**src/rtl/calc_ctrl_core.sv**
```systemverilog
// calc_ctrl_core
//   Control core of a small serial calculator. Two FSMs work together:
//   - A key decoder that watches a serial key stream. After KEY_SEQ it takes
//     one extra bit that selects the operating mode, then latches "active".
//   - A flow sequencer that runs one operation per valid_cmd:
//       direct mode (calc_mode=0): LOAD -> TX
//       memory mode, write:        WRITE
//       memory mode, read:         READ -> LOAD -> TX
//   The result word is packed combinationally from its field inputs.
//
// Handshake: valid_cmd is a level qualifier. It is sampled at every rising
//   edge. There is no ready; a command offered while the flow is not idle is
//   dropped. tx_done is a one-cycle pulse and is honoured only in TX.
//
// Ports
//   clk, reset          rising-edge clock, synchronous active-high reset
//   input_key           serial key bit (qualified by valid_cmd)
//   valid_cmd           qualifies input_key and starts flow operations
//   rw                  1=write, 0=read (memory mode only)
//   tx_done             end-of-transmit pulse from the serializer
//   in_a,in_b,alu_out,
//   flag,sel            result-word fields
//   calc_active         key accepted
//   calc_mode           0=direct transmit, 1=memory mode
//   ctrl_ac_mem         memory access enable
//   ctrl_rw_mem         memory direction (1=write)
//   p_load              serializer parallel load
//   tx_dat              transmit enable
//   busy                flow not idle
//   data_out            {in_a, in_b, alu_out, flag, sel}
//   key_state_dbg       key decoder state (0=IDLE,1..4=K1..K4,5=ACTIVE)
//   flow_state_dbg      flow state (0=IDLE,1=WRITE,2=READ,3=LOAD,4=TX)
module calc_ctrl_core #(
  parameter logic [3:0] KEY_SEQ = 4'b1010
) (
  input  logic        clk,
  input  logic        reset,
  input  logic        input_key,
  input  logic        valid_cmd,
  input  logic        rw,
  input  logic        tx_done,
  input  logic [7:0]  in_a,
  input  logic [7:0]  in_b,
  input  logic [7:0]  alu_out,
  input  logic [3:0]  flag,
  input  logic [3:0]  sel,
  output logic        calc_active,
  output logic        calc_mode,
  output logic        ctrl_ac_mem,
  output logic        ctrl_rw_mem,
  output logic        p_load,
  output logic        tx_dat,
  output logic        busy,
  output logic [31:0] data_out,
  output logic [2:0]  key_state_dbg,
  output logic [2:0]  flow_state_dbg
);

  typedef enum logic [2:0] {
    K_IDLE   = 3'd0,
    K_1      = 3'd1,
    K_2      = 3'd2,
    K_3      = 3'd3,
    K_4      = 3'd4,
    K_ACTIVE = 3'd5
  } key_state_t;

  typedef enum logic [2:0] {
    F_IDLE  = 3'd0,
    F_WRITE = 3'd1,
    F_READ  = 3'd2,
    F_LOAD  = 3'd3,
    F_TX    = 3'd4
  } flow_state_t;

  key_state_t  key_state, key_next;
  flow_state_t flow_state, flow_next;
  logic        mode_q, mode_next;
  logic        active_int;
  logic        rw_eff;

  assign data_out = {in_a, in_b, alu_out, flag, sel};

  // ---------------- key decoder ----------------
  always_ff @(posedge clk) begin
    if (reset) begin
      key_state <= K_IDLE;
      mode_q    <= 1'b0;
    end else begin
      key_state <= key_next;
      mode_q    <= mode_next;
    end
  end

  // On a wrong bit the decoder re-synchronises: if the wrong bit happens to
  // be the first key bit, it already counts as the start of a new attempt.
  always_comb begin
    key_next  = key_state;
    mode_next = mode_q;
    if (valid_cmd) begin
      case (key_state)
        K_IDLE: key_next = (input_key == KEY_SEQ[3]) ? K_1 : K_IDLE;
        K_1: key_next = (input_key == KEY_SEQ[2]) ? K_2 :
                        ((input_key == KEY_SEQ[3]) ? K_1 : K_IDLE);
        K_2: key_next = (input_key == KEY_SEQ[1]) ? K_3 :
                        ((input_key == KEY_SEQ[3]) ? K_1 : K_IDLE);
        K_3: key_next = (input_key == KEY_SEQ[0]) ? K_4 :
                        ((input_key == KEY_SEQ[3]) ? K_1 : K_IDLE);
        K_4: begin
          key_next  = K_ACTIVE;
          mode_next = input_key;
        end
        K_ACTIVE: key_next = K_ACTIVE;  // sticky until reset, mode frozen
        default:  key_next = K_IDLE;
      endcase
    end
  end

  assign active_int = (key_state == K_ACTIVE);
  assign rw_eff     = rw & active_int;

  // ---------------- flow sequencer ----------------
  always_ff @(posedge clk) begin
    if (reset) flow_state <= F_IDLE;
    else       flow_state <= flow_next;
  end

  // rw and calc_mode only matter at the IDLE decision, so changing them
  // mid-operation cannot disturb the operation in progress.
  always_comb begin
    flow_next = flow_state;
    case (flow_state)
      F_IDLE: begin
        if (active_int && valid_cmd) begin
          if (!mode_q)     flow_next = F_LOAD;
          else if (rw_eff) flow_next = F_WRITE;
          else             flow_next = F_READ;
        end
      end
      F_WRITE: flow_next = F_IDLE;
      F_READ:  flow_next = F_LOAD;  // memory read data registers during READ
      F_LOAD:  flow_next = F_TX;
      F_TX:    flow_next = tx_done ? F_IDLE : F_TX;
      default: flow_next = F_IDLE;
    endcase
  end

  // Moore outputs. They are gated by reset so that they read 0 for the
  // whole reset cycle, not only after the next edge.
  always_comb begin
    ctrl_ac_mem = 1'b0;
    ctrl_rw_mem = 1'b0;
    p_load      = 1'b0;
    tx_dat      = 1'b0;
    busy        = 1'b0;
    if (!reset) begin
      case (flow_state)
        F_WRITE: begin ctrl_ac_mem = 1'b1; ctrl_rw_mem = 1'b1; busy = 1'b1; end
        F_READ:  begin ctrl_ac_mem = 1'b1; busy = 1'b1; end
        F_LOAD:  begin p_load = 1'b1; busy = 1'b1; end
        F_TX:    begin tx_dat = 1'b1; busy = 1'b1; end
        default: ;
      endcase
    end
  end

  assign calc_active    = active_int & ~reset;
  assign calc_mode      = mode_q;
  assign key_state_dbg  = key_state;
  assign flow_state_dbg = flow_state;

endmodule

```
**config.mk**
```make
export PLATFORM = sky130hd
export DESIGN_NAME = calc_ctrl_core
export DESIGN_NICKNAME = d
export VERILOG_FILES = /design/src/rtl/calc_ctrl_core.sv
export SDC_FILE = /design/constraint.sdc
export NUM_CORES = 1
export LEC_CHECK = 0
export CAP_MARGIN = 10
export CORE_MARGIN = 5
export CORE_UTILIZATION = 28
export CTS_CLUSTER_DIAMETER = 200
export CTS_CLUSTER_SIZE = 12
export DETAILED_ROUTE_END_ITERATION = 6
export GPL_TIMING_DRIVEN = 0
export PLACE_DENSITY = 0.93
export SKIP_CTS_REPAIR_TIMING = 1
export SLEW_MARGIN = 20
export SYNTH_ARGS = -nofsm -noshare
export SYNTH_HDL_FRONTEND = slang
export SYNTH_SLANG_ARGS = --single-unit
```
**constraint.sdc**
```tcl
create_clock -name clk -period 2 [get_ports clk]
set_clock_uncertainty 0.2 [all_clocks]
set_input_delay 0.5 -clock clk [delete_from_list [all_inputs] [get_ports clk]]
set_output_delay 0.5 -clock clk [all_outputs]
set_load 0.02 [all_outputs]
```
==> impl_metrics.yaml <==
status:
  status: "finished, violations left"
  violations: "setup timing"
floorplan:
  die_x_microns: 59.1
  dieArea_sq_um: 3500
  start_util: 0.300
  rows: 17
  boundaryPins: 83
  dieHeight_microns: 59.1
  core_sq_um: 2250
sta:
  post-route-min-period_ns: 2.03
  slew_viol_final: 0
  final.setup.worst_slack_ns: -0.0290
  worst_pin_slew_ns: 0.305
  setup_violations: 1
  rsz0062_at_grt: "yes"
  max_freq_ghz: 0.493
  period_share: 1.01
  whs_ns: 0.329
  hold_viol_final: 0
  setup_tns_ns: -0.0290
  maxSlewHeadroom: 0.796
worst_setup_path:
  worstPathArrival_ns: 1.33
  cp-end-kind: "output pin"
  crit_slowest_cell: "nor4b_2"
  slowest_delay_ns: 0.37
  rrSetupSlack_ns: 0.64
  worstPathMaxFanout: 9
  start_kind: "flip-flop"
  worstPathCellList: "buf_2, nor4b_2, clkbuf_2"
  criticalPathCategory: "flip-flop to output pin"
  critPathRequiredTime_ns: 1.30
clock_network:
  cts_tree: "built"
  cts_buffers: 3
  cts.sinks: 7
  ctsLongestPathBuffers: 2
  clk_latency_ns: 0.25
  htreeDepth: 1
  cts.clk_slew.worst_paths_ns: 0.05
  cts_root_buffer: "clkbuf_4"
yosys:
  netlist_area_sq_um: 676
  ys_top_cells_by_count: "32 x buf_4, 7 x dfxtp_1"
  yosys_warnings: 0
  syn_inst: 83
  avgSynthCellArea_sq_um: 8.14
  ys_ff_latch: 7
  synth_edf_count: 0
  synth.area.top_cells: "buf_4 36%, dfxtp_1 21%, nor3b_1 3.3%, a311oi_1 2.6%, nand4b_1 2.6%"
  yosysMostFrequentCell: "buf_4"
  netlist.area_leader.share: 0.356
  ys_seq_area_frac: 0.207
  postSynth.asyncResetShare: 0
  synth_area_leader_cell: "buf_4"
  ys.flop_type: "dfxtp_1"
  synth.distinct_cells: 28
  syn_nets: 121
drt:
  wire_per_inst_microns: 13.0
  vias_per_cell: 4.46
  drc: 0
  drtIter0Drc: 4
  vias: 727
  drt-total-wl_mm: 2.12
  route.met3.wl_microns: 331
  dr.pass1.iters: 4
  drt-met1-wl_microns: 662
  drtAntennaViolNets: 0
  highest_layer: "met3"
  dr_wl_met2_mm: 1.13
power:
  p_int_uw: 374
  leakagePower_nw: 0.595
  powerDensity_nw_per_um2: 474
  p_comb_frac: 0.499
  power_switching_uw: 195
  clockPowerShare: 0.228
  peakVddDrop_mv: 0.316
  p_sw_frac: 0.343
  power_frac_seq: 0.273
global_route:
  grt_pass1_vias: 720
  track_usage: 0.114
  grt_max_degree: 11
  grt.overflow.total: 0
  antenna_found_initial: 0
  grt_pass1_wl_mm: 3.12
place:
  dp_hpwl_mm: 1.84
  routabilityCongestion: 0.729
  io_buffers: 48
  placed_cell_area_sq_um: 1190
  post-place-ws_ns: -0.329
hold_path:
  hp-class: "flip-flop to flip-flop"
cells_and_area:
  post-route-util: 0.533
  drive_above_1_share: 0.385
  area_growth_pct: 77.8
  stdcell_area_sq_um: 1200
  fill_cells: 217
  antenna_cells: 0
  num-nets-final: 174
run:
  cap_violations: 0
critical path: cells and delay by family, from the launching register on:
kind | cells | cell delay, ns
buf+inv | 2 | 0.40
simple gates | 1 | 0.37
flops | 1 | 0.30
area by class of cell:
class,instances,area [sq um],area share
timing repair buffer,48,458,0.381
buffer,37,268,0.223
multi-input combinational,36,262,0.218
sequential,7,141,0.118
tap,28,35.0,0.0292
clock buffer,4,26.3,0.0219
inverter,3,11.3,0.00938
power groups by stage:
stage	Combinational [mW]	Clock [mW]	Sequential [mW]
floorplan	0.168	0	0.167
global route	0.304	0.143	0.157
global placement	0.285	0	0.157
CTS	0.293	0.136	0.155
detailed placement	0.294	0	0.158
finish	0.284	0.130	0.155
metrics by stage:
| step | std cells | power, mW |
|---|---|---|
| after floorplan | 83 | 0.335 |
| after global placement | 159 | 0.442 |
| after detailed placement | 159 | 0.451 |
| after CTS | 163 | 0.584 |
| after global routing | 163 | 0.605 |
| final | 163 | 0.569 |
logic make-up after synthesis:
kind of cell | share of synthesized area
buffers and inverters | 0.409
AO/OA/AOI/OAI | 0.128
flip-flops | 0.207
XOR/XNOR | 0.0130
multiplexers | 0.0148
AND/OR/NAND/NOR | 0.228
placed cells by master (no fill, tap or decap), drive strengths merged:
cell type / Yosys / final
o21a: 1 / 1
nor2: 3 / 3
o21ai: 1 / 1
a211o: 1 / 1
a21o: 2 / 2
inv: 3 / 3
dlymetal6s2s: 0 / 3
xnor2: 1 / 1
clkdlybuf4s50: 0 / 39
nor3b: 3 / 3
and2: 1 / 1
clkbuf: 2 / 12
a311oi: 2 / 2
nor4b: 1 / 1
dfxtp: 7 / 7
and4bb: 1 / 1
a221oi: 1 / 1
nand2b: 2 / 2
nand3b: 1 / 1
nand3: 1 / 1
mux2i: 1 / 1
nor3: 3 / 3
nand2: 3 / 3
and3: 2 / 2
nand4b: 2 / 2
a21oi: 2 / 2
a21boi: 1 / 1
buf: 35 / 35
sequential cells by signal, indices dropped and copies added, names as in the netlist:
signal / flops
calc_mode: 1
flow_state_dbg: 3
key_state_dbg: 3
final timing paths:
check / from / cells past startpoint / endpoint
min: key_state_dbg[2]$_SDFFE_PP0P_ / 2 / key_state_dbg[2]$_SDFFE_PP0P_
max: flow_state_dbg[0]$_SDFFE_PP0P_ / 3 / tx_dat
min reg2reg: key_state_dbg[2]$_SDFFE_PP0P_ / 2 / key_state_dbg[2]$_SDFFE_PP0P_
max reg2reg: flow_state_dbg[1]$_SDFFE_PP0P_ / 4 / flow_state_dbg[1]$_SDFFE_PP0P_
metal layers:
metal,vias up,GRT usage
met3,0,0.0654
met4,0,0.00971
met1,321,0.111
li1,354,-
met5,-,0
met2,52,0.216
No activity file was read; power rests on OpenSTA's default activity.
==> variant 1, RTL diff (config.mk and constraints unchanged) <==
Add an input register stage for `in_a`, without a reset; this delays it by one clock. The other inputs are not delayed to match.
--- a/src/rtl/calc_ctrl_core.sv
+++ b/src/rtl/calc_ctrl_core.sv
@@ -73,13 +73,19 @@
     F_TX    = 3'd4
   } flow_state_t;
 
+  logic [7:0] in_a_q;
+
+  always_ff @(posedge clk) begin
+    in_a_q <= in_a;
+  end
+
   key_state_t  key_state, key_next;
   flow_state_t flow_state, flow_next;
   logic        mode_q, mode_next;
   logic        active_int;
   logic        rw_eff;
 
-  assign data_out = {in_a, in_b, alu_out, flag, sel};
+  assign data_out = {in_a_q, in_b, alu_out, flag, sel};
 
   // ---------------- key decoder ----------------
   always_ff @(posedge clk) begin
Behaviour: not the same (Yosys sat finds a counterexample within 4 cycles, from zero or initial values and one cycle with reset high).
==> variant 1 against the unedited design <==
Final area rose by 19%; wire length is 4.3% higher; largest cell class unchanged; sequential cell count grew 8; area after synthesis rose by 9.3%; highest routed layer is now met4; synthesized cell count shrank 4.8%; total power increased by 18%; final cell count up 6.1%; setup slack better by 97 ps; largest power group is now sequential cells; combinational power fell by 32%.
==> variant 1: results (changes against the unedited design) <==
wl on met1: 631 um (-4.7%)
top_reg_cell synth: dfxtp_1
Yosys cell types: 26 (-7.1%)
initial antenna violation count: 0 (unchanged)
outcome: finished clean
fill cell count: 205 (-5.5%)
Cell Area, Placed: 1363 sq um (+14%)
fin nets: 182 (+4.6%)
CP peak stage delay: 310 ps (-60 ps)
Skew-Pair Late Insertion Delay: 270 ps (+20 ps)
GP Congestion: 0.6558 (-10%)
met1 usage: 9.102% (-2.0 points)
Synth top cells by count: buf_4 (24), dfxtp_1 (15), a21oi_1 (5), nor2_1 (5), nand2_1 (3)
DR iter-0 viols: 13 (+9)
Detailed Place HPWL: 1825 um (-0.73%)
global-route wire length before repair: 2925 um (-6.2%)
synth top area cells: dfxtp_1 (41%), buf_4 (24%), a21oi_1 (3.4%)
DR vias/cell: 4.555 (+2.1%)
Clock transition at path regs: 90 ps (+40 ps)
pre-CTS setup slack: -782.3 ps (-453.7 ps)
Worst Tran Pin Value: 278.8 ps (-26.23 ps)
layout cells sized above 1: 32.17% (-6.4 points)
Post-Syn Nets: 117 (-3.3%)
Final Max Slew Viols: 0 (unchanged)
GRT Total Usage: 10.43% (-0.99 points)
drt first pass iters: 5 (+1)
met3 usage: 6.289% (-0.25 points)
Synth warnings: 0 (unchanged)
DRT Wirelength: 2211 um (+4.3%)
vias in the first global route: 693 (-3.8%)
DR top layer: met4
peak supply drop: 361.5 uV (+15%)
DR WL met2: 1118 um (-0.71%)
Leak Pwr: 0.7287 nW (+23%)
CP max stage cell: dfxtp_1
met3 wire length: 452 um (+37%)
CP arrival: 1230 ps (-100 ps)
Final Setup Violations: 0 (-1)
GR met2 Demand/Resource: 19.64% (-2.0 points)
post-synthesis sequential area ratio: 40.68% (+20 points)
number of I/O port buffers: 58 (+21%)
[variant 1: cell count changes after synthesis, sizes merged, moves of 3 or more]
cell,before,now
nor3b,3,0
inv,3,0
a21oi,2,5
buf,35,24
dfxtp,7,15
[variant 1: cells by family after synthesis]
| kind of cell | Yosys count | share of synthesized area (%) |
|---|---|---|
| xor+xnor | 2 | 2.373 |
| mux | 1 | 1.356 |
| buf+inv | 26 | 25.42 |
| simple gates | 26 | 23.05 |
| flops | 15 | 40.68 |
| compound gates | 9 | 7.119 |
[variant 1: path summary, 6_finish.rpt]
| check | startpoint | to | slack, ps |
|---|---|---|---|
| min | key_state_dbg[2] | key_state_dbg[2] | 300 |
| max reg2reg | flow_state_dbg[2] | flow_state_dbg[1] | 550 |
| max | flow_state_dbg[2] | ctrl_rw_mem | 70 |
| min reg2reg | key_state_dbg[2] | key_state_dbg[2] | 300 |
[variant 1: area by class of cell]
type	instances	area [sq um]	area share, %
Buffer	26	196.4	13.71
Clock buffer	4	26.28	1.834
Multi-Input combinational cell	38	264.0	18.43
Sequential cell	15	305.3	21.31
Tap cell	30	37.54	2.620
Timing Repair Buffer	60	603.1	42.10
[variant 1: where the power goes]
group	internal (W)	leakage, nW	switching, W
clock	0.0000772	0.0150	0.0000850
sequential	0.000309	0.126	0.00000522
combinational	0.000117	0.588	0.0000761
[variant 1: per-stage QoR]
step	hold WS [ps]	cells
after floorplan	327.7	79
after global placement	324.4	167
after CTS	348.5	171
after global routing	340.1	173
after detailed placement	323.7	167
final	303.4	173
[variant 1: worst register-to-register path: stages, from the launching register on]
cell and delay, ps:
dfxtp_1 310, buf_2 180, nor4b_1 340, a31oi_1 100
a41oi_1 230
==> variant 2, RTL diff (same flow settings) <==
Made on the original files. Reset style: asynchronous (`reset`), changed in 2 clocked blocks. Comments in the files are not updated.
--- a/src/rtl/calc_ctrl_core.sv
+++ b/src/rtl/calc_ctrl_core.sv
@@ -82,7 +82,7 @@
   assign data_out = {in_a, in_b, alu_out, flag, sel};
 
   // ---------------- key decoder ----------------
-  always_ff @(posedge clk) begin
+  always_ff @(posedge clk or posedge reset) begin
     if (reset) begin
       key_state <= K_IDLE;
       mode_q    <= 1'b0;
@@ -120,7 +120,7 @@
   assign rw_eff     = rw & active_int;
 
   // ---------------- flow sequencer ----------------
-  always_ff @(posedge clk) begin
+  always_ff @(posedge clk or posedge reset) begin
     if (reset) flow_state <= F_IDLE;
     else       flow_state <= flow_next;
   end
Check against the original RTL: differs if reset is asserted again (counterexample within 4 cycles, from zero or initial values and one cycle with reset high); with reset held inactive, the same outputs for 10 cycles.
==> variant 2 against the unedited design <==
The flow still finishes with violations (setup timing); global-route usage is 0.54 points higher; sequential cell count unchanged; register-to-register slack worse by 190 ps; final area is 7.9% higher; first-iteration DRC count down 75%; area after synthesis is 0.74% higher; setup slack worse by 240 ps; wire length is 3.2% higher; critical path depth increased by 1.
Power is not compared: it rests on default switching activity, and its combinational part moved more than twofold at a synthesized area within 25%.
==> variant 2: results (changes against the unedited design) <==
post-synthesis xor/xnor area fraction: 1.287% (-0.0095 points)
outcome: complete, but fails checks
R2R cell count: 5 (+1)
Synth top cells by count: buf_4 (32), dfrtp_1 (7), inv_1 (4)
DR top layer: met4
Post-Syn Nets: 110 (-9.1%)
Final Setup Violations: 3 (+2)
GRT Total Usage: 11.96% (+0.54 points)
Post-Synth Adder-Cell Area: 0% (unchanged)
mux contribution to synthesized area: 1.654% (+0.17 points)
Hold Slack: 116.1 ps (-213.3 ps)
pre-CTS setup slack: -1025 ps (-696.4 ps)
CP peak stage delay: 520 ps (+150 ps)
hold crit path type: in -> async
wl on met1: 678 um (+2.4%)
met3 wire length: 314 um (-5.1%)
top_reg_cell synth: dfrtp_1
final non-filler cell total: 159 (-2.5%)
drt first pass iters: 2 (-2)
layout cells sized above 1: 41.98% (+3.5 points)
number of I/O port buffers: 50 (+4.2%)
global-route wire length before repair: 3077 um (-1.3%)
Worst Tran Pin Value: 326.6 ps (+21.54 ps)
synth top area cells: buf_4 (35%), dfrtp_1 (26%), nand4bb_1 (3.3%)
Total Neg Setup Slack: -539.7 ps (-510.7 ps)
Crit Reg-Reg Startpoint: flow_state_dbg[1]
Cell Area, Placed: 1230 sq um (+3.3%)
failing checks: setup timing
Synth Area in Compound Gates: 8.824% (-4.0 points)
met3 usage: 6.318% (-0.22 points)
cells after synthesis: 72 (-13%)
Async SR Flop Fraction: 100.0% (+100 points)
Leak Pwr: 0.6624 nW
Clock transition at path regs: 50 ps (about the same)
Yosys cell types: 27 (-3.6%)
worst setup margin: -267.3 ps (-238.2 ps)
Worst Path Max Fanout: 7 (-2)
CP max stage cell: or4b_4
GP Congestion: 0.7512 (+3.1%)
Register-to-Register Setup Slack: 450 ps (-190 ps)
placed cells: 150 (-5.7%)
DR iter-0 viols: 1 (-3)
Detailed Place HPWL: 1800 um (-2.1%)
DRT Wirelength: 2188 um (+3.2%)
Setup crit end: busy
GR met2 Demand/Resource: 20.59% (-1.0 points)
via count: 697 (-4.1%)
post-synthesis sequential area ratio: 25.74% (+5.0 points)
vias in the first global route: 731 (+1.5%)
Yosys top cell area share: 35.29% (-0.26 points)
fin nets: 170 (-2.3%)
met1 usage: 11.59% (+0.51 points)
Reg2Reg Capture Point: flow_state_dbg[1]
cell family with most CP delay: simple AND/OR/NAND/NOR gates
initial antenna violation count: 0 (unchanged)
DR WL met2: 1156 um (+2.7%)
## variant 2: cell count changes after synthesis, moves of 3 or more
cell,change
dfrtp_1,+7
buf_2,-3
nor2_1,-3
dfxtp_1,-7
## variant 2: logic make-up (layout without fill, tap and decap cells)
family / count (synthesis) / after routing
buffers and inverters: 37 / 96
xor gates and xnor gates: 1 / 1
DFF: 7 / 7
AOI/OAI and AO/OA: 7 / 7
muxes: 1 / 1
and+or+nand+nor: 19 / 19
## variant 2: power groups by stage
stage	Combinational [W]	Sequential, W	Clock [W]
after floorplan	0.000321	0.000330	0
after global placement	0.000638	0.000277	0
after detailed placement	0.000658	0.000284	0
after CTS	0.000660	0.000283	0.000140
after global routing	0.000737	0.000294	0.000157
final	0.000698	0.000281	0.000131
## variant 2: cell type report
class	instances	area [sq um]
clock buffer	4	26.28
tap	28	35.03
timing repair buffer	55	530.5
inverter	4	15.01
multi-input combinational	28	260.3
fill	197	979.7
buffer	33	251.5
sequential	7	177.7
